--- src/rtl/uart_frame_pkg.sv ---
// Shared definitions for the UART receive frame parser.
//   - FSM state encodings (kept as plain constants for legacy tools)
//   - error codes reported on err_code
//   - default frame start marker
//   - checksum accumulation helper
package uart_frame_pkg;

  typedef logic [2:0] state_t;

  localparam state_t ST_IDLE    = 3'd0;
  localparam state_t ST_LEN     = 3'd1;
  localparam state_t ST_PAYLOAD = 3'd2;
  localparam state_t ST_CSUM    = 3'd3;
  localparam state_t ST_OUTPUT  = 3'd4;

  localparam logic [1:0] ERR_LEN  = 2'd0;
  localparam logic [1:0] ERR_CSUM = 2'd1;
  localparam logic [1:0] ERR_TMO  = 2'd2;
  localparam logic [1:0] ERR_OVR  = 2'd3;

  localparam logic [7:0] DEF_HDR_BYTE = 8'hAA;

  // Running checksum: plain 8-bit sum, wrapping mod 256.
  function automatic logic [7:0] csum_add(input logic [7:0] acc, input logic [7:0] val);
    return acc + val;
  endfunction

endpackage

--- src/rtl/frame_payload_buf.sv ---
// Payload storage for one command frame.
// Ports:
//   sys_clk, rst_n          clock, asynchronous active-low reset
//   i_wr_en/i_wr_addr/i_wr_data  synchronous write port
//   i_rd_addr / o_rd_data   combinational read port
module frame_payload_buf #(
  parameter int MAX_LEN = 16,
  parameter int AW      = 4
) (
  input  logic          sys_clk,
  input  logic          rst_n,
  input  logic          i_wr_en,
  input  logic [AW-1:0] i_wr_addr,
  input  logic [7:0]    i_wr_data,
  input  logic [AW-1:0] i_rd_addr,
  output logic [7:0]    o_rd_data
);

  logic [7:0] r_mem [MAX_LEN];

  // Byte storage, cleared on reset so stale payload never leaks out.
  always_ff @(posedge sys_clk or negedge rst_n) begin
    if (!rst_n) begin
      for (int i = 0; i < MAX_LEN; i++) begin
        r_mem[i] <= 8'd0;
      end
    end else if (i_wr_en) begin
      r_mem[i_wr_addr] <= i_wr_data;
    end
  end

  assign o_rd_data = r_mem[i_rd_addr];

endmodule

--- src/rtl/uart_rx_frame_parser.sv ---
// Assembles HDR, LEN, payload[LEN], CSUM frames from UART RX bytes,
// validates the checksum and streams the payload on valid/ready.
// Ports:
//   sys_clk, rst_n        clock, asynchronous active-low reset
//   rx_data, rx_done      received byte and its 1-cycle strobe
//   m_data/m_valid/m_ready/m_last  payload stream toward the decoder
//   frame_ok              pulse: checksum good, streaming follows
//   frame_err, err_code   pulse on abort/drop, code held until next error
//   busy                  parser is not idle
module uart_rx_frame_parser
  import uart_frame_pkg::*;
#(
  parameter logic [7:0] HDR_BYTE    = DEF_HDR_BYTE,
  parameter int         MAX_LEN     = 16,
  parameter int         TIMEOUT_CYC = 50000
) (
  input  logic       sys_clk,
  input  logic       rst_n,
  input  logic [7:0] rx_data,
  input  logic       rx_done,
  output logic [7:0] m_data,
  output logic       m_valid,
  input  logic       m_ready,
  output logic       m_last,
  output logic       frame_ok,
  output logic       frame_err,
  output logic [1:0] err_code,
  output logic       busy
);

  localparam int AW = (MAX_LEN > 1) ? $clog2(MAX_LEN) : 1;
  localparam int LW = $clog2(MAX_LEN + 1);
  localparam int TW = $clog2(TIMEOUT_CYC);
  localparam logic [7:0] MAX_LEN_B = 8'(MAX_LEN);
  // The counter holds (silent cycles - 1). Expiry is decided when it hits
  // TIMEOUT_CYC-3 so the registered frame_err lands TIMEOUT_CYC-1 cycles
  // after the last byte.
  localparam logic [TW-1:0] TMO_FIRE = TW'(TIMEOUT_CYC - 3);

  state_t        r_state,    w_state_nxt;
  logic [LW-1:0] r_len,      w_len_nxt;
  logic [AW-1:0] r_idx,      w_idx_nxt;
  logic [AW-1:0] r_rd_idx,   w_rd_idx_nxt;
  logic [7:0]    r_sum,      w_sum_nxt;
  logic [TW-1:0] r_tmo_cnt,  w_tmo_cnt_nxt;
  logic [7:0]    r_m_data,   w_m_data_nxt;
  logic          r_m_valid,  w_m_valid_nxt;
  logic          r_m_last,   w_m_last_nxt;
  logic          r_frame_ok, w_frame_ok_nxt;
  logic          r_frame_err, w_frame_err_nxt;
  logic [1:0]    r_err_code, w_err_code_nxt;
  logic          r_busy;

  logic          w_wr_en;
  logic [AW-1:0] w_rd_addr;
  logic [7:0]    w_rd_data;
  logic [AW-1:0] w_rd_idx_inc;
  logic          w_in_frame;
  logic          w_tmo_fire;
  logic          w_len_bad;
  logic          w_wr_last;

  frame_payload_buf #(
    .MAX_LEN (MAX_LEN),
    .AW      (AW)
  ) u_buf (
    .sys_clk   (sys_clk),
    .rst_n     (rst_n),
    .i_wr_en   (w_wr_en),
    .i_wr_addr (r_idx),
    .i_wr_data (rx_data),
    .i_rd_addr (w_rd_addr),
    .o_rd_data (w_rd_data)
  );

  assign w_rd_idx_inc = r_rd_idx + AW'(1);
  // Look one entry ahead on a completed transfer so the next byte is
  // registered onto m_data without a bubble.
  assign w_rd_addr  = ((r_state == ST_OUTPUT) && r_m_valid && m_ready) ? w_rd_idx_inc : r_rd_idx;
  assign w_in_frame = (r_state == ST_LEN) || (r_state == ST_PAYLOAD) || (r_state == ST_CSUM);
  // A byte on the expiry cycle takes priority over the timeout.
  assign w_tmo_fire = w_in_frame && !rx_done && (r_tmo_cnt == TMO_FIRE);
  assign w_len_bad  = (rx_data == 8'd0) || (rx_data > MAX_LEN_B);
  assign w_wr_last  = (LW'(r_idx) == (r_len - LW'(1)));

  // Next-state and output decode for the frame FSM.
  always_comb begin
    w_state_nxt     = r_state;
    w_len_nxt       = r_len;
    w_idx_nxt       = r_idx;
    w_rd_idx_nxt    = r_rd_idx;
    w_sum_nxt       = r_sum;
    w_m_data_nxt    = r_m_data;
    w_m_valid_nxt   = r_m_valid;
    w_m_last_nxt    = r_m_last;
    w_frame_ok_nxt  = 1'b0;
    w_frame_err_nxt = 1'b0;
    w_err_code_nxt  = r_err_code;
    w_wr_en         = 1'b0;

    case (r_state)
      ST_IDLE: begin
        if (rx_done && (rx_data == HDR_BYTE)) begin
          w_state_nxt = ST_LEN;
        end else begin
          w_state_nxt = ST_IDLE;
        end
      end
      ST_LEN: begin
        if (rx_done) begin
          if (w_len_bad) begin
            w_frame_err_nxt = 1'b1;
            w_err_code_nxt  = ERR_LEN;
            w_state_nxt     = ST_IDLE;
          end else begin
            w_len_nxt   = rx_data[LW-1:0];
            w_sum_nxt   = rx_data;
            w_idx_nxt   = '0;
            w_state_nxt = ST_PAYLOAD;
          end
        end else if (w_tmo_fire) begin
          w_frame_err_nxt = 1'b1;
          w_err_code_nxt  = ERR_TMO;
          w_state_nxt     = ST_IDLE;
        end else begin
          w_state_nxt = ST_LEN;
        end
      end
      ST_PAYLOAD: begin
        if (rx_done) begin
          w_wr_en   = 1'b1;
          w_sum_nxt = csum_add(r_sum, rx_data);
          w_idx_nxt = r_idx + AW'(1);
          if (w_wr_last) begin
            w_state_nxt = ST_CSUM;
          end else begin
            w_state_nxt = ST_PAYLOAD;
          end
        end else if (w_tmo_fire) begin
          w_frame_err_nxt = 1'b1;
          w_err_code_nxt  = ERR_TMO;
          w_state_nxt     = ST_IDLE;
        end else begin
          w_state_nxt = ST_PAYLOAD;
        end
      end
      ST_CSUM: begin
        if (rx_done) begin
          if (rx_data == r_sum) begin
            w_frame_ok_nxt = 1'b1;
            w_rd_idx_nxt   = '0;
            w_state_nxt    = ST_OUTPUT;
          end else begin
            w_frame_err_nxt = 1'b1;
            w_err_code_nxt  = ERR_CSUM;
            w_state_nxt     = ST_IDLE;
          end
        end else if (w_tmo_fire) begin
          w_frame_err_nxt = 1'b1;
          w_err_code_nxt  = ERR_TMO;
          w_state_nxt     = ST_IDLE;
        end else begin
          w_state_nxt = ST_CSUM;
        end
      end
      ST_OUTPUT: begin
        // Any byte arriving while streaming is dropped and flagged.
        if (rx_done) begin
          w_frame_err_nxt = 1'b1;
          w_err_code_nxt  = ERR_OVR;
        end else begin
          w_frame_err_nxt = 1'b0;
        end
        // m_valid low here means this is the first cycle of OUTPUT.
        if (!r_m_valid) begin
          w_m_valid_nxt = 1'b1;
          w_m_data_nxt  = w_rd_data;
          w_m_last_nxt  = (LW'(r_rd_idx) == (r_len - LW'(1)));
        end else if (m_ready) begin
          if (r_m_last) begin
            w_m_valid_nxt = 1'b0;
            w_m_last_nxt  = 1'b0;
            w_state_nxt   = ST_IDLE;
          end else begin
            w_rd_idx_nxt = w_rd_idx_inc;
            w_m_data_nxt = w_rd_data;
            w_m_last_nxt = (LW'(w_rd_idx_inc) == (r_len - LW'(1)));
          end
        end else begin
          w_state_nxt = ST_OUTPUT;
        end
      end
      default: begin
        w_state_nxt   = ST_IDLE;
        w_m_valid_nxt = 1'b0;
        w_m_last_nxt  = 1'b0;
      end
    endcase
  end

  // Inter-byte timeout counter, only running while a frame is being received.
  always_comb begin
    if (rx_done || w_tmo_fire) begin
      w_tmo_cnt_nxt = '0;
    end else if (w_in_frame) begin
      w_tmo_cnt_nxt = r_tmo_cnt + TW'(1);
    end else begin
      w_tmo_cnt_nxt = '0;
    end
  end

  // State, datapath and output registers.
  always_ff @(posedge sys_clk or negedge rst_n) begin
    if (!rst_n) begin
      r_state     <= ST_IDLE;
      r_len       <= '0;
      r_idx       <= '0;
      r_rd_idx    <= '0;
      r_sum       <= 8'd0;
      r_tmo_cnt   <= '0;
      r_m_data    <= 8'd0;
      r_m_valid   <= 1'b0;
      r_m_last    <= 1'b0;
      r_frame_ok  <= 1'b0;
      r_frame_err <= 1'b0;
      r_err_code  <= 2'd0;
      r_busy      <= 1'b0;
    end else begin
      r_state     <= w_state_nxt;
      r_len       <= w_len_nxt;
      r_idx       <= w_idx_nxt;
      r_rd_idx    <= w_rd_idx_nxt;
      r_sum       <= w_sum_nxt;
      r_tmo_cnt   <= w_tmo_cnt_nxt;
      r_m_data    <= w_m_data_nxt;
      r_m_valid   <= w_m_valid_nxt;
      r_m_last    <= w_m_last_nxt;
      r_frame_ok  <= w_frame_ok_nxt;
      r_frame_err <= w_frame_err_nxt;
      r_err_code  <= w_err_code_nxt;
      r_busy      <= (w_state_nxt != ST_IDLE);
    end
  end

  assign m_data    = r_m_data;
  assign m_valid   = r_m_valid;
  assign m_last    = r_m_last;
  assign frame_ok  = r_frame_ok;
  assign frame_err = r_frame_err;
  assign err_code  = r_err_code;
  assign busy      = r_busy;

endmodule
--- config.mk ---
export PLATFORM = sky130hd
export DESIGN_NAME = uart_rx_frame_parser
export DESIGN_NICKNAME = d
export VERILOG_FILES = /design/src/rtl/uart_frame_pkg.sv /design/src/rtl/frame_payload_buf.sv /design/src/rtl/uart_rx_frame_parser.sv
export SDC_FILE = /design/constraint.sdc
export NUM_CORES = 1
export LEC_CHECK = 0
export ABC_CLOCK_PERIOD_IN_PS = 2510
export BUFFER_PORTS_ARGS = -buffer_cell sky130_fd_sc_hd__buf_2
export CAP_MARGIN = 20
export CORE_ASPECT_RATIO = 1.4
export CORE_UTILIZATION = 38
export CTS_CLUSTER_DIAMETER = 100
export DETAILED_ROUTE_END_ITERATION = 16
export PLACE_DENSITY = 0.64
export SYNTH_ARGS = -nofsm -noshare
export SYNTH_HDL_FRONTEND = slang
export SYNTH_SLANG_ARGS = --single-unit
--- constraint.sdc ---
create_clock -name sys_clk -period 2.51 [get_ports sys_clk]
set_input_delay 0.502 -clock sys_clk [delete_from_list [all_inputs] [get_ports sys_clk]]
set_output_delay 0.502 -clock sys_clk [all_outputs]
set_load 0.1 [all_outputs]
* Word-level counts from Yosys, hierarchy flattened
Cells that the tools add are included.
Word-level totals: register bits 183, bits of input ports 12
Operators by class: add/subtract/negate cells 5, $lt $le $gt $ge 4, equal/unequal tests 25, mux-type cells 68, bitwise operators 4, reduce and logical (&&, ||, !) cells 24
Operators with widths (count):
- $bwmux W128 | 1
- $mux W8 | 9
- $mux W4 | 9
- $bmux W8 S4 | 1
- $demux W8 S4 | 1
- $mux W16 | 2
- $ne A2 B2 Y1 const B | 11
- $mux W3 | 7
- $mux W1 | 20
- $mux W2 | 10
- $add A16 B1 Y16 const B | 1
- $eq A16 B16 Y1 const B | 1
- $pmux W4 S2 | 2
- $pmux W8 S2 | 1
- $eq A4 B5 Y1 | 3
- $pmux W3 S5 | 1
- $ge A5 B5 Y1 const B | 2
- $not A4 Y5 | 2
- $ne A3 B3 Y1 const B | 3
- $add A4 B1 Y4 const B | 2
- $add A8 B8 Y8 | 1
- $eq A8 B8 Y1 | 1
- $eq A8 B8 Y1 const B | 1
- $gt A8 B5 Y1 const B | 1
- other kinds (24) | 37

* Logic depth before layout (Yosys ltp)
Gate-level depths: netlist of run 1.
depth after elaboration 11, depth in mapped cells 9, mapped depth without buffers 9

* By module
A second synthesis of run 1 with hierarchy kept.
Second synthesis, totals: cells, all modules 694, area total of the unflattened synthesis 9160.0 um^2
Modules (own cells, without submodules):
- frame_payload_buf | times used 1, cells each 365, area an instance 5915.7 um^2, seq. area each 3203.1 um^2
- uart_rx_frame_parser | times used 1, cells each 329, area an instance 3244.4 um^2, seq. area each 1376.3 um^2

* Worst setup path after synthesis of run 1
OpenSTA, ideal clock, no wires.
path type register to register, from reg r_m_valid (netlist: m_valid), to reg r_m_data[1] (netlist: m_data[1]), setup time 0.087 ns, arrival 2.450 ns, required time 2.423 ns, path slack -0.027 ns, cell stages (with the launch flop) 6, cell sequence dfrtp_1 -> nand2_1 -> nor2_8 -> buf_12 -> mux4_1 -> o211ai_1
On the way: word-level cells in the longest chain between the ends 10, elaborated cells between the ends (all ways) 13, those cells by class eq/ne (2); mux (7); bitwise (1); reduce/logical (3)
Ends and longest elaborated chain:
- from (decl) | RTL line uart_rx_frame_parser.sv:47 | logic r_m_valid, w_m_valid_nxt;
- from (signal assigned) | RTL line uart_rx_frame_parser.sv:236 | r_m_valid <= w_m_valid_nxt;
- $logic_and A1 B1 Y1 (2 in a row) | RTL line uart_rx_frame_parser.sv:79 | assign w_rd_addr = ((r_state == ST_OUTPUT) && r_m_valid && m_ready) ? w_rd_idx_inc : r_rd_idx;
- $mux W4 | RTL line uart_rx_frame_parser.sv:79
- $not A4 Y5 (not written as such) | RTL line frame_payload_buf.sv:32 | assign o_rd_data = r_mem[i_rd_addr];
- $bmux W8 S4 | RTL line frame_payload_buf.sv:32
- $mux W8 (not written as such) (2 in a row) | RTL line frame_payload_buf.sv:32
- $mux W8 | RTL line uart_rx_frame_parser.sv:180 | if (r_m_last) begin
- $mux W8 | RTL line uart_rx_frame_parser.sv:179 | end else if (m_ready) begin
- $mux W8 | RTL line uart_rx_frame_parser.sv:175 | if (!r_m_valid) begin
- to (signal assigned) | RTL line uart_rx_frame_parser.sv:235 | r_m_data <= w_m_data_nxt;
- to (decl) | RTL line uart_rx_frame_parser.sv:46 | logic [7:0] r_m_data, w_m_data_nxt;
Parallel ways exist; a longest one is shown, timed or not. The select of a mux whose other input is x is not followed. A chain may end at the register's enable or synchronous reset.

* Worst setup path in the final report of run 1
from reg r_state[1], to reg r_m_data[5] (netlist: m_data[5])
On the way: word-level cells in the longest chain between the ends 11, elaborated cells between the ends (all ways) 12, those cells by class eq/ne (1); mux (7); bitwise (1); reduce/logical (3)
Ends and longest elaborated chain:
- from (decl) | RTL line uart_rx_frame_parser.sv:40 | state_t r_state, w_state_nxt;
- from (signal assigned) | RTL line uart_rx_frame_parser.sv:229 | r_state <= w_state_nxt;
- $eq A3 B3 Y1 * | RTL line uart_rx_frame_parser.sv:79, uart_rx_frame_parser.sv:101
- $logic_and A1 B1 Y1 (2 in a row) | RTL line uart_rx_frame_parser.sv:79
- $mux W4 | RTL line uart_rx_frame_parser.sv:79
- $not A4 Y5 (not written as such) | RTL line frame_payload_buf.sv:32
- $bmux W8 S4 | RTL line frame_payload_buf.sv:32
- $mux W8 (not written as such) (2 in a row) | RTL line frame_payload_buf.sv:32
- $mux W8 | RTL line uart_rx_frame_parser.sv:180
- $mux W8 | RTL line uart_rx_frame_parser.sv:179
- $mux W8 | RTL line uart_rx_frame_parser.sv:175
Every way passes the cells marked *; elsewhere a longest branch is shown, timed or not. The select of a mux whose other input is x is not followed.

==> metrics.md, run 1 <==
| Metric | Value |
|---|---|
| Skew final | `0.00876 ns` |
| Tcrit/Tclk final | `95.3%` |
| Max-slew violations | `0` |
| Share of cells above drive strength 1 | `23.8%` |
| Synth Flop Type | `dfrtp_1` |
| Relative slew slack | `42.7%` |
| Hold Vio Cnt, Final | `0` |
| Ys async rst share | `100%` |
| Layout area overhead | `12.2%` |
| Final Critical Period | `2.39 ns` |
| Setup TNS | `0 ns` |
| Remaining Overflow, GRT | `0` |
| Largest net degree at the start of global routing | `69` |
| WS Path Type | `flop to flop` |
| Vias in the first global route | `7564` |
| Lkg Pwr | `4.89 nW` |
| Power per cell area | `534 nW/um2` |
| Initial Utilization | `38.5%` |
| GRT Total Usage | `19.6%` |
| RSZ-0062 raised after global routing | `no` |
| Number of synthesized flops with an enable pin | `0` |
| Cts repair resizes | `0` |
| CTS buffer count | `17` |
| Die area | `28600 um2` |
| Footprint of the multi-input gates | `5640 um2` |
| Yosys cell types | `68` |
| Core Area | `27600 um2` |
| Most common cell after layout, fill and taps aside | `dfrtp_1` |
| Post-synthesis area per instance | `11.2 um2` |
| Crit path buf inv count | `1` |
| Clock slew seen by the registers of the worst setup and hold paths | `0.06 ns` |
| Detailed Place HPWL | `18.0 mm` |
| I/O Pins | `27` |
| Worst-path cell chain | `or3b_1, a21oi_2, nor2b_1, buf_4, a2bb2oi_1, a32oi_1, o211ai_1` |
| WP data arrival | `2.70 ns` |
| Slowest stage cell on the critical path | `or3b_1` |
| FMAX | `418 MHz` |
| Setup violations, final | `0` |
| Pre-antenna DRT Iters | `5` |
| Crit start category | `flop` |
| CP Capture Type | `flop` |
| First-pass GRT wire length | `41.8 mm` |
| CTS tree | `yes` |
| Avg WL per Cell | `19.5 um` |
| Net count after synthesis | `973` |
| Commonest cells after routing, fill and taps aside | `181 x dfrtp_1, 110 x mux2i_1, 98 x mux2_2` |
| Post-synth top area cell | `dfrtp_1` |
| Worst min path class | `primary input to async pin` |
| Post-CTS setup buffer count | `0` |
| CTS root buf | `clkbuf_16` |
| Mapped Area | `10600 um2` |
| Die span in y | `200 um` |
| Min Hold Slack | `0.0232 ns` |
| Max Root-Sink Buffers | `2` |
| Routability cong. | `0.811` |
| Vias per cell | `5.58` |
| CTS H-tree depth | `4` |
| Yosys reg bits | `183` |
| DRT iter0 DRCs | `370` |
| Antenna violations before repair | `0` |
| # DRC | `0` |
| Top post-synthesis cells by area | `dfrtp_1 43%, mux2_2 10%, mux2i_1 10%` |
| Max VDD drop | `0.468 mV` |
| Register area | `4580 um2` |
| Die width | `143 um` |
| Share of the synthesized area in the top cell type | `43.2%` |
| Final nets | `998` |
| Port bufs | `26` |
| Slew @ Worst Pin | `0.858 ns` |
| Fin area | `11900 um2` |
| Delay-heaviest family, CP | `simple AND/OR/NAND/NOR gates` |
| Clock sink count | `183` |
| Max stage delay on crit path | `0.50 ns` |
| Fill cells | `2665` |
| Outcome | `completed` |
| Placed Area | `11300 um2` |
| Sequential area share after synthesis | `43.2%` |
| Inserted Diodes | `0` |
| DR vias | `7549` |
| Clock Latency Late Sink | `0.45 ns` |
| Cell row count | `72` |
| Routed WL | `26.5 mm` |
| Yosys warnings | `0` |
| Max Cap Viol | `0` |
| DRT antenna net count | `0` |
| Worst-path fanout max | `7` |
| Hold-fix buffers, CTS | `0` |
| Required @ worst endpoint | `2.82 ns` |
| Gate Count Post-Synth | `945` |
final timing paths:
kind	start	end	slack, ns	cells past startpoint
max in group asynchronous	rst_n	u_buf.r_mem[95]$_DFFE_PN0P_	1.73	2
min in group sys_clk	rx_done	frame_err$_DFF_PN0_	0.47	3
hold / removal	rst_n	u_buf.r_mem[22]$_DFFE_PN0P_	0.02	1
hold reg to reg	u_buf.r_mem[97]$_DFFE_PN0P_	u_buf.r_mem[97]$_DFFE_PN0P_	0.50	2
setup / recovery	r_state[1]$_DFF_PN0_	m_data[5]$_DFFE_PN0P_	0.12	7
setup reg to reg	r_state[1]$_DFF_PN0_	m_data[5]$_DFFE_PN0P_	0.12	7
worst reg2reg max path: stages, from the launching register on:
cell	delay [ns]
dfrtp_1	0.37
or3b_1	0.50
a21oi_2	0.33
nor2b_1	0.36
buf_4	0.19
a2bb2oi_1	0.06
a32oi_1	0.30
o211ai_1	0.14
through the flow:
stage / power, mW / instances / utilization [%] / worst slack [ns]
2_1_floorplan: 3.54 / 945 / - / 0.254
3_3_place_gp: 3.75 / 1321 / 41.1 / 0.158
3_5_place_dp: 3.77 / 1321 / 41.1 / 0.146
4_1_cts: 6.42 / 1353 / 43.2 / 0.137
5_1_grt: 6.60 / 1353 / 43.2 / 0.0199
6_report: 6.36 / 1353 / 43.2 / 0.119
synthesized netlist by cell type, types with 4 or more instances:
cell type	count
a211oi_1	8
o21ai_1	16
nand4b_1	10
a2111oi_0	8
inv_1	12
xor2_1	14
mux4_1	4
nand3_1	16
o211ai_1	9
a21oi_1	8
nor3_1	8
or2_2	9
o2bb2ai_1	8
mux2_2	98
xnor2_1	20
buf_6	4
nand2_1	60
o221ai_1	8
a32oi_1	8
o21bai_1	8
buf_2	17
mux2i_1	110
mux2_1	27
mux4_2	4
nand4_1	5
nand3_4	4
or3_1	6
dfrtp_1	183
and2_1	6
clkbuf_1	41
nor3b_1	19
nand3_2	5
nor2b_1	6
nor4_1	8
nor2_1	36
and3_1	5
nand3b_1	4
ha_1	15
nand2b_1	12
o21ai_0	50
a2bb2oi_1	9
final cells by class:
cell class | count | area share, %
clock buffers | 23 | 3.93
clock inverters | 9 | 0.841
inverters | 15 | 0.473
multi-input cells | 681 | 47.3
flip-flops and latches | 183 | 38.5
well taps | 370 | 3.89
repair buffers | 72 | 5.01
where the power goes:
part / leakage [nW] / total (mW) / internal (mW) / switching [mW]
sequential: 2.48 / 3.11 / 3.04 / 0.0772
clock: 0.277 / 2.65 / 1.51 / 1.14
combinational: 2.14 / 0.596 / 0.244 / 0.352
total: 4.89 / 6.36 / 4.79 / 1.57
cell families (layout without fill, tap and decap cells):
logic type | count (synthesis) | count (layout) | synth area share [%]
mux | 243 | 243 | 25.5
buf+inv | 81 | 119 | 3.73
simple gates | 231 | 231 | 12.8
fa+ha+maj | 16 | 16 | 1.96
compound gates | 157 | 157 | 10.0
flops | 183 | 183 | 43.2
xor+xnor | 34 | 34 | 2.81
metal layers:
metal	track usage (%)	vias to the layer above	wire length (um)	share of wire, %
met2	34.6	150	13700	52
met3	3.21	49	798	3.0
met1	23.1	3812	11100	42
met5	0	-	0	0
met4	8.64	0	827	3.1
li1	-	3538	-	-
state kept, by name, indices dropped and copies added, names as in the netlist:
signal,count
busy,1
r_idx,4
m_data,8
m_last,1
frame_ok,1
u_buf.r_mem,128
frame_err,1
r_sum,8
r_rd_idx,4
r_tmo_cnt,16
r_len,5
err_code,2
m_valid,1
r_state,3
Power figures use the tool's default switching activity.
==> run 2, diff against run 1 <==
--- a/config.mk
+++ b/config.mk
@@ -8,11 +8,13 @@
 export ABC_CLOCK_PERIOD_IN_PS = 2510
 export BUFFER_PORTS_ARGS = -buffer_cell sky130_fd_sc_hd__buf_2
 export CAP_MARGIN = 20
+export CELL_PAD_IN_SITES_DETAIL_PLACEMENT = 1
+export CELL_PAD_IN_SITES_GLOBAL_PLACEMENT = 2
 export CORE_ASPECT_RATIO = 1.4
 export CORE_UTILIZATION = 38
 export CTS_CLUSTER_DIAMETER = 100
 export DETAILED_ROUTE_END_ITERATION = 16
-export PLACE_DENSITY = 0.64
+export PLACE_DENSITY = 0.83
 export SYNTH_ARGS = -nofsm -noshare
 export SYNTH_HDL_FRONTEND = slang
 export SYNTH_SLANG_ARGS = --single-unit
==> constraint.sdc (replaced) <==
create_clock -name sys_clk -period 2.51 [get_ports sys_clk]
set_input_delay 0.3765 -clock sys_clk [delete_from_list [all_inputs] [get_ports sys_clk]]
set_output_delay 0.3765 -clock sys_clk [all_outputs]
set_load 0.1 [all_outputs]
==> run 2 against run 1 <==
Against the previous run:
- sequential power hardly changed
- global-route usage is 3.0 points higher
- design area is 0.15% higher
- sequential share of layout area is 0.057 points lower
- worst hold slack better by 0.27 ns
- utilization is 0.064 points higher
- critical path depth is 2 lower
- worst setup slack better by 0.060 ns
- combinational power is 2% higher
- first-iteration DRC count is 28% lower
- clock power hardly changed
- die area stayed put
- critical path type unchanged
- largest power group unchanged
==> metrics.md, run 2 (synthesis results as in run 1) <==
| Metric | Value |
|---|---|
| Cell row count | `72 (unchanged)` |
| Most common cell after layout, fill and taps aside | `dfrtp_1 (unchanged)` |
| R2R Setup Slk | `0.18 ns (was 0.12 ns)` |
| CTS buffer count | `17 (unchanged)` |
| Core Area | `27600 um2 (unchanged)` |
| Worst-path cell chain | `or3b_1, nor2_8, buf_12, mux4_1, o211ai_1 (was or3b_1, a21oi_2, nor2b_1, buf_4, a2bb2oi_1, a32oi_1, o211ai_1)` |
| Post-Place Worst Slack | `0.126 ns (was 0.146 ns)` |
| Pre-antenna DRT Iters | `4 (was 5)` |
| Slowest stage cell on the critical path | `mux4_1 (was or3b_1)` |
| CP Capture Type | `flop (unchanged)` |
| Biggest regs | `u_buf.r_mem (128), r_tmo_cnt (16) (unchanged)` |
| Avg WL per Cell | `21.9 um (was 19.5 um)` |
| Largest net degree at the start of global routing | `73 (was 69)` |
| Inserted Diodes | `0 (unchanged)` |
| Skew final | `0.0110 ns (was 0.00876 ns)` |
| Detailed Place HPWL | `20.0 mm (was 18.0 mm)` |
| Port bufs | `26 (unchanged)` |
| Clock sink count | `183 (unchanged)` |
| GRT Total Usage | `22.6% (was 19.6%)` |
| FMAX | `429 MHz (was 418 MHz)` |
| I/O Pins | `27 (unchanged)` |
| Delay-heaviest family, CP | `simple AND/OR/NAND/NOR gates (unchanged)` |
| Switch Pwr | `1.65 mW (was 1.57 mW)` |
| Flop pwr share | `48.6% (was 49.0%)` |
| Setup violations, final | `0 (unchanged)` |
| CTS H-tree depth | `4 (unchanged)` |
| CTS root buf | `clkbuf_16 (unchanged)` |
| DRT antenna net count | `0 (unchanged)` |
| Required @ worst endpoint | `2.89 ns (was 2.82 ns)` |
| Combinational fraction of design power | `9.5% (was 9.4%)` |
| Max Cap Viol | `0 (unchanged)` |
| Final std cells w/o fill | `1354 (was 1353)` |
| Commonest cells after routing, fill and taps aside | `181 x dfrtp_1, 110 x mux2i_1, 98 x mux2_2 (unchanged)` |
| Fin worst setup slack | `0.179 ns (was 0.119 ns)` |
| Vias in the first global route | `8367 (was 7564)` |
| Die area | `28600 um2 (unchanged)` |
| Switching share of power | `25.7% (was 24.7%)` |
| Hold Vio Cnt, Final | `0 (unchanged)` |
| Remaining Overflow, GRT | `0 (unchanged)` |
| Reg2reg start | `r_state[1]$_DFF_PN0_ (unchanged)` |
| Register name with the most flops | `u_buf.r_mem (unchanged)` |
| Share of cells above drive strength 1 | `24.0% (was 23.8%)` |
| Max reg flops | `128 (unchanged)` |
| Layout area overhead | `12.4% (was 12.2%)` |
| Final nets | `999 (was 998)` |
| DR vias | `7692 (was 7549)` |
| DP Cell Count | `1321 (unchanged)` |
| Setup TNS | `0 ns (unchanged)` |
| RSZ-0062 raised after global routing | `no (unchanged)` |
| # DRC | `0 (unchanged)` |
| Vias per cell | `5.68 (was 5.58)` |
| Tcrit/Tclk final | `92.9% (was 95.3%)` |
| Lkg Pwr | `4.88 nW (was 4.89 nW)` |
| Placed Area | `11300 um2 (about the same)` |
| Relative slew slack | `36.6% (was 42.7%)` |
| Routability cong. | `0.792 (was 0.811)` |
| Total Power | `6.40 mW (was 6.36 mW)` |
| Clock Latency Late Sink | `0.46 ns (was 0.45 ns)` |
| Die width | `143 um (unchanged)` |
| WS Path Type | `flop to flop (unchanged)` |
| Power per cell area | `537 nW/um2 (was 534 nW/um2)` |
| Clock power share | `41.9% (was 41.7%)` |
| WHS Endpoint | `r_len[2]$_DFFE_PN0P_` |
| CTS tree | `yes (unchanged)` |
| Die span in y | `200 um (unchanged)` |
| Routed WL | `29.7 mm (was 26.5 mm)` |
| Worst-path fanout max | `17 (was 7)` |
| Initial Utilization | `38.5% (unchanged)` |
| Slew @ Worst Pin | `0.949 ns (was 0.858 ns)` |
| Final Critical Period | `2.33 ns (was 2.39 ns)` |
| Max VDD drop | `0.500 mV (was 0.468 mV)` |
| R2R Path End | `m_data[3]$_DFFE_PN0P_ (was m_data[5]$_DFFE_PN0P_)` |
| Crit start category | `flop (unchanged)` |
| Worst r2r path cells | `5 (was 7)` |
| Fin area | `11900 um2 (about the same)` |
| Clock slew seen by the registers of the worst setup and hold paths | `0.07 ns (was 0.06 ns)` |
| P_int | `4.76 mW (was 4.79 mW)` |
| Outcome | `completed (unchanged)` |
| First-pass GRT wire length | `48.1 mm (was 41.8 mm)` |
| Worst min path class | `primary input to flop (was primary input to async pin)` |
| DRT iter0 DRCs | `266 (was 370)` |
| Hold depth | `2` |
| Max Root-Sink Buffers | `2 (unchanged)` |
| Max-slew violations | `0 (unchanged)` |
| Antenna violations before repair | `0 (unchanged)` |
| Max stage delay on crit path | `0.60 ns (was 0.50 ns)` |
| Hold path startpoint | `rx_data[2]` |
| Fill cells | `3046 (was 2665)` |
| Crit path buf inv count | `1 (unchanged)` |
| WP data arrival | `2.72 ns (was 2.70 ns)` |
==> run 2: changes by cell type in the layout (fill, tap and decap cells not counted), moves of 2 or more <==
cell and delta:
inv_6 +2, clkinv_2 -4, clkinvlp_4 +3, clkbuf_8 +2, clkbuf_1 -2
==> run 2: area by class of cell <==
class,instances,area (um2),area share (%)
Multi-Input combinational cell,681,5650,47.4
Clock inverter,9,90.1,0.756
Timing Repair Buffer,73,594,4.99
Inverter,15,56.3,0.472
Sequential cell,183,4580,38.5
Clock buffer,23,488,4.09
Tap cell,370,463,3.88
==> run 2: worst max-delay path by stage <==
stage | start | endpoint | cells after the start
after global placement | rx_data[6] | r_rd_idx[2]$_DFFE_PN0P_ | 9
after floorplan | m_valid$_DFFE_PN0P_ | m_data[0]$_DFFE_PN0P_ | 8
after detailed placement | rx_data[6] | r_rd_idx[2]$_DFFE_PN0P_ | 9
after CTS | r_state[1]$_DFF_PN0_ | m_data[3]$_DFFE_PN0P_ | 5
after global routing | r_state[2]$_DFF_PN0_ | m_data[2]$_DFFE_PN0P_ | 7
final | r_state[1]$_DFF_PN0_ | m_data[3]$_DFFE_PN0P_ | 5
==> run 2: routing by layer <==
layer | up-vias | track usage, % | routed length, um
li1 | 3523 | - | -
met3 | 47 | 3.43 | 841
met4 | 0 | 9.04 | 848
met1 | 4007 | 27.0 | 12300
met5 | - | 0 | 0
met2 | 115 | 40.3 | 15700
==> run 2: power groups by stage <==
stage	Combinational [mW]	Clock [mW]	Sequential, mW
6_report	0.606	2.68	3.11
5_1_grt	0.675	2.87	3.12
3_3_place_gp	0.596	0	3.16
3_5_place_dp	0.610	0	3.17
4_1_cts	0.616	2.75	3.11
2_1_floorplan	0.393	0	3.15
==> run 2: through the flow <==
| step | util [%] | hold slack (ns) |
|---|---|---|
| after floorplan | - | 0.0809 |
| after global placement | 41.1 | 0.451 |
| after detailed placement | 41.1 | 0.433 |
| after CTS | 43.2 | 0.264 |
| after global routing | 43.2 | 0.306 |
| final | 43.2 | 0.294 |
==> run 2: repair_timing <==
item / 4_1_cts / 5_1_grt
gates resized for setup: 0 / 0
hold buffers: 1 / 0
buffers inserted: 0 / 0
endpoints found under the hold margin: 69 / 0
==> run 2: worst reg2reg max path, cell delays in order, from the launching register on <==
cell      delay [ns]
dfrtp_1         0.40
or3b_1          0.56
nor2_8          0.30
buf_12          0.21
mux4_1          0.61
o211ai_1        0.18
==> run 3, diff against run 2 <==
--- a/config.mk
+++ b/config.mk
@@ -5,7 +5,7 @@
 export SDC_FILE = /design/constraint.sdc
 export NUM_CORES = 1
 export LEC_CHECK = 0
-export ABC_CLOCK_PERIOD_IN_PS = 2510
+export ABC_CLOCK_PERIOD_IN_PS = 3000
 export BUFFER_PORTS_ARGS = -buffer_cell sky130_fd_sc_hd__buf_2
 export CAP_MARGIN = 20
 export CELL_PAD_IN_SITES_DETAIL_PLACEMENT = 1
==> constraint.sdc (replaced) <==
create_clock -name sys_clk -period 3 [get_ports sys_clk]
set_input_delay 0.45 -clock sys_clk [delete_from_list [all_inputs] [get_ports sys_clk]]
set_output_delay 0.45 -clock sys_clk [all_outputs]
set_load 0.1 [all_outputs]
==> run 3 against run 2 <==
Against the previous run:
- first-iteration DRC count up 8.6%
- clock power down 17%
- cell count down 1.3%
- worst hold slack worse by 0.29 ns
- sequential power down 16%
- design area down 1.5%
- worst setup slack better by 0.23 ns
- routed wire length down 1.3%
- clock-buffer cell count down 4
- sequential share of layout area up 0.57 points
- flip-flop and latch count unchanged
- die area unchanged
- critical path type unchanged
==> metrics.md, run 3 (synthesis results as in run 1) <==
| Metric | Value |
|---|---|
| Layout area overhead | `10.7% (was 12.4%)` |
| Antenna violations before repair | `0 (unchanged)` |
| # DRC | `0 (unchanged)` |
| Slew @ Worst Pin | `0.942 ns (was 0.949 ns)` |
| Routability cong. | `0.769 (was 0.792)` |
| Setup TNS | `0 ns (unchanged)` |
| Tcrit/Tclk final | `86.3% (was 92.9%)` |
| CTS root buf | `clkbuf_16 (unchanged)` |
| Cts repair resizes | `0 (unchanged)` |
| Max Root-Sink Buffers | `2 (unchanged)` |
| Die span in y | `200 um (unchanged)` |
| Most common cell after layout, fill and taps aside | `dfrtp_1 (unchanged)` |
| Setup violations, final | `0 (unchanged)` |
| Detailed Place HPWL | `19.3 mm (was 20.0 mm)` |
| WP data arrival | `2.89 ns (was 2.72 ns)` |
| DRT antenna net count | `0 (unchanged)` |
| R2R Path End | `m_data[0]$_DFFE_PN0P_ (was m_data[3]$_DFFE_PN0P_)` |
| Die area | `28600 um2 (unchanged)` |
| Biggest regs | `u_buf.r_mem (128), r_tmo_cnt (16) (unchanged)` |
| Port bufs | `26 (unchanged)` |
| CP Capture Type | `flop (unchanged)` |
| Post-CTS setup buffer count | `0 (unchanged)` |
| DP Cell Count | `1306 (was 1321)` |
| Share of cells above drive strength 1 | `22.8% (was 24.0%)` |
| Worst-path fanout max | `10 (was 17)` |
| Placed Area | `11200 um2 (was 11300 um2)` |
| Routed WL | `29.3 mm (was 29.7 mm)` |
| Skew final | `0.0103 ns (was 0.0110 ns)` |
| CTS buffer count | `17 (unchanged)` |
| Final std cells w/o fill | `1337 (was 1354)` |
| RSZ-0062 raised after global routing | `no (unchanged)` |
| Largest net degree at the start of global routing | `70 (was 73)` |
| Remaining Overflow, GRT | `0 (unchanged)` |
| Initial Utilization | `38.5% (unchanged)` |
| Clock Latency Late Sink | `0.44 ns (was 0.46 ns)` |
| Max Cap Viol | `0 (unchanged)` |
| Required @ worst endpoint | `3.30 ns (was 2.89 ns)` |
| Footprint of the multi-input gates | `5640 um2 (was 5650 um2)` |
| Vias per cell | `5.64 (was 5.68)` |
| Worst min path class | `primary input to async pin (was primary input to flop)` |
| CTS tree | `yes (unchanged)` |
| Reg2reg start | `r_state[2]$_DFF_PN0_ (was r_state[1]$_DFF_PN0_)` |
| Fill cells | `3031 (was 3046)` |
| Register name with the most flops | `u_buf.r_mem (unchanged)` |
| Pre-antenna DRT Iters | `4 (unchanged)` |
| Outcome | `completed (unchanged)` |
| R2R Setup Slk | `0.41 ns (was 0.18 ns)` |
| Hold-fix buffers, CTS | `0 (was 1)` |
| Core Area | `27600 um2 (unchanged)` |
| Register area | `4580 um2 (about the same)` |
| First-pass GRT wire length | `46.3 mm (was 48.1 mm)` |
| Clock sink count | `183 (unchanged)` |
| Cell row count | `72 (unchanged)` |
| Post-Place Worst Slack | `0.448 ns (was 0.126 ns)` |
| Relative slew slack | `37.1% (was 36.6%)` |
| Vias in the first global route | `8112 (was 8367)` |
| Hold Vio Cnt, Final | `0 (unchanged)` |
| WS Path Type | `flop to flop (unchanged)` |
| Fin worst setup slack | `0.410 ns (was 0.179 ns)` |
| Die width | `143 um (unchanged)` |
| Crit start category | `flop (unchanged)` |
| DR vias | `7543 (was 7692)` |
| Worst r2r path cells | `7 (was 5)` |
| Max-slew violations | `0 (unchanged)` |
| Avg WL per Cell | `21.9 um (about the same)` |
| Fin area | `11700 um2 (was 11900 um2)` |
| Final Critical Period | `2.59 ns (was 2.33 ns)` |
| GRT Total Usage | `21.9% (was 22.6%)` |
| I/O Pins | `27 (unchanged)` |
| Clock slew seen by the registers of the worst setup and hold paths | `0.07 ns (about the same)` |
| Final nets | `983 (was 999)` |
| DRT iter0 DRCs | `289 (was 266)` |
| FMAX | `386 MHz (was 429 MHz)` |
| Power per cell area | `453 nW/um2 (was 537 nW/um2)` |
| Commonest cells after routing, fill and taps aside | `182 x dfrtp_1, 110 x mux2i_1, 98 x mux2_2 (was 181 x dfrtp_1, 110 x mux2i_1, 98 x mux2_2)` |
| Fin util | `42.6% (was 43.2%)` |
| Max VDD drop | `0.420 mV (was 0.500 mV)` |
| Lkg Pwr | `4.79 nW (was 4.88 nW)` |
| CTS H-tree depth | `4 (unchanged)` |
| Inserted Diodes | `0 (unchanged)` |
| Max reg flops | `128 (unchanged)` |
==> run 3: cell types whose count changed in the layout (fill, tap and decap cells not counted), sizes merged <==
cell,delta
dlygate4sd3,-1
clkinv,+5
clkinvlp,-2
inv,-1
clkbuf,-4
buf,-15
bufinv,+1
==> run 3: critical path, stage by stage, from the launching register on <==
cell,delay (ns)
dfrtp_1,0.52
or3b_1,0.43
a21oi_2,0.33
nor2b_1,0.31
buf_4,0.22
a2bb2oi_1,0.13
a32oi_1,0.34
o211ai_1,0.17
==> run 3: layout make-up <==
class,count,share of cell area [%]
multi-input combinational,681,48.0
timing repair buffer,57,3.70
sequential,183,39.0
clock inverter,12,1.10
clock buffer,19,3.77
tap,370,3.94
inverter,15,0.479
==> run 3: power breakdown <==
group | total (mW) | internal (mW) | switching [mW]
combinational | 0.492 | 0.200 | 0.292
sequential | 2.60 | 2.54 | 0.0648
clock | 2.22 | 1.24 | 0.978
==> run 3: worst max-delay path by stage <==
stage	start	slack, ns	cells past startpoint	endpoint
floorplan	m_valid$_DFFE_PN0P_	0.46	5	m_data[1]$_DFFE_PN0P_
global placement	rx_data[0]	0.49	10	r_sum[6]$_DFFE_PN0P_
detailed placement	rx_data[0]	0.45	10	r_sum[6]$_DFFE_PN0P_
CTS	r_state[2]$_DFF_PN0_	0.41	6	m_data[0]$_DFFE_PN0P_
global route	r_state[2]$_DFF_PN0_	0.27	7	m_data[0]$_DFFE_PN0P_
finish	r_state[2]$_DFF_PN0_	0.41	7	m_data[0]$_DFFE_PN0P_
==> run 3: metal layers <==
metal  GRT usage, %  vias up  wire, um
li1               -     3502         -
met1           26.3     3922     12400
met2           39.6       88     15600
met3           2.95       31       654
met4           7.41        0       593
met5              0        -         0
==> run 3: through the flow <==
step	hold WS, ns	total power, mW
floorplan	0.154	2.96
global placement	0.471	3.13
detailed placement	0.489	3.15
CTS	0.0175	5.37
global route	0.0436	5.52
finish	0.00231	5.32
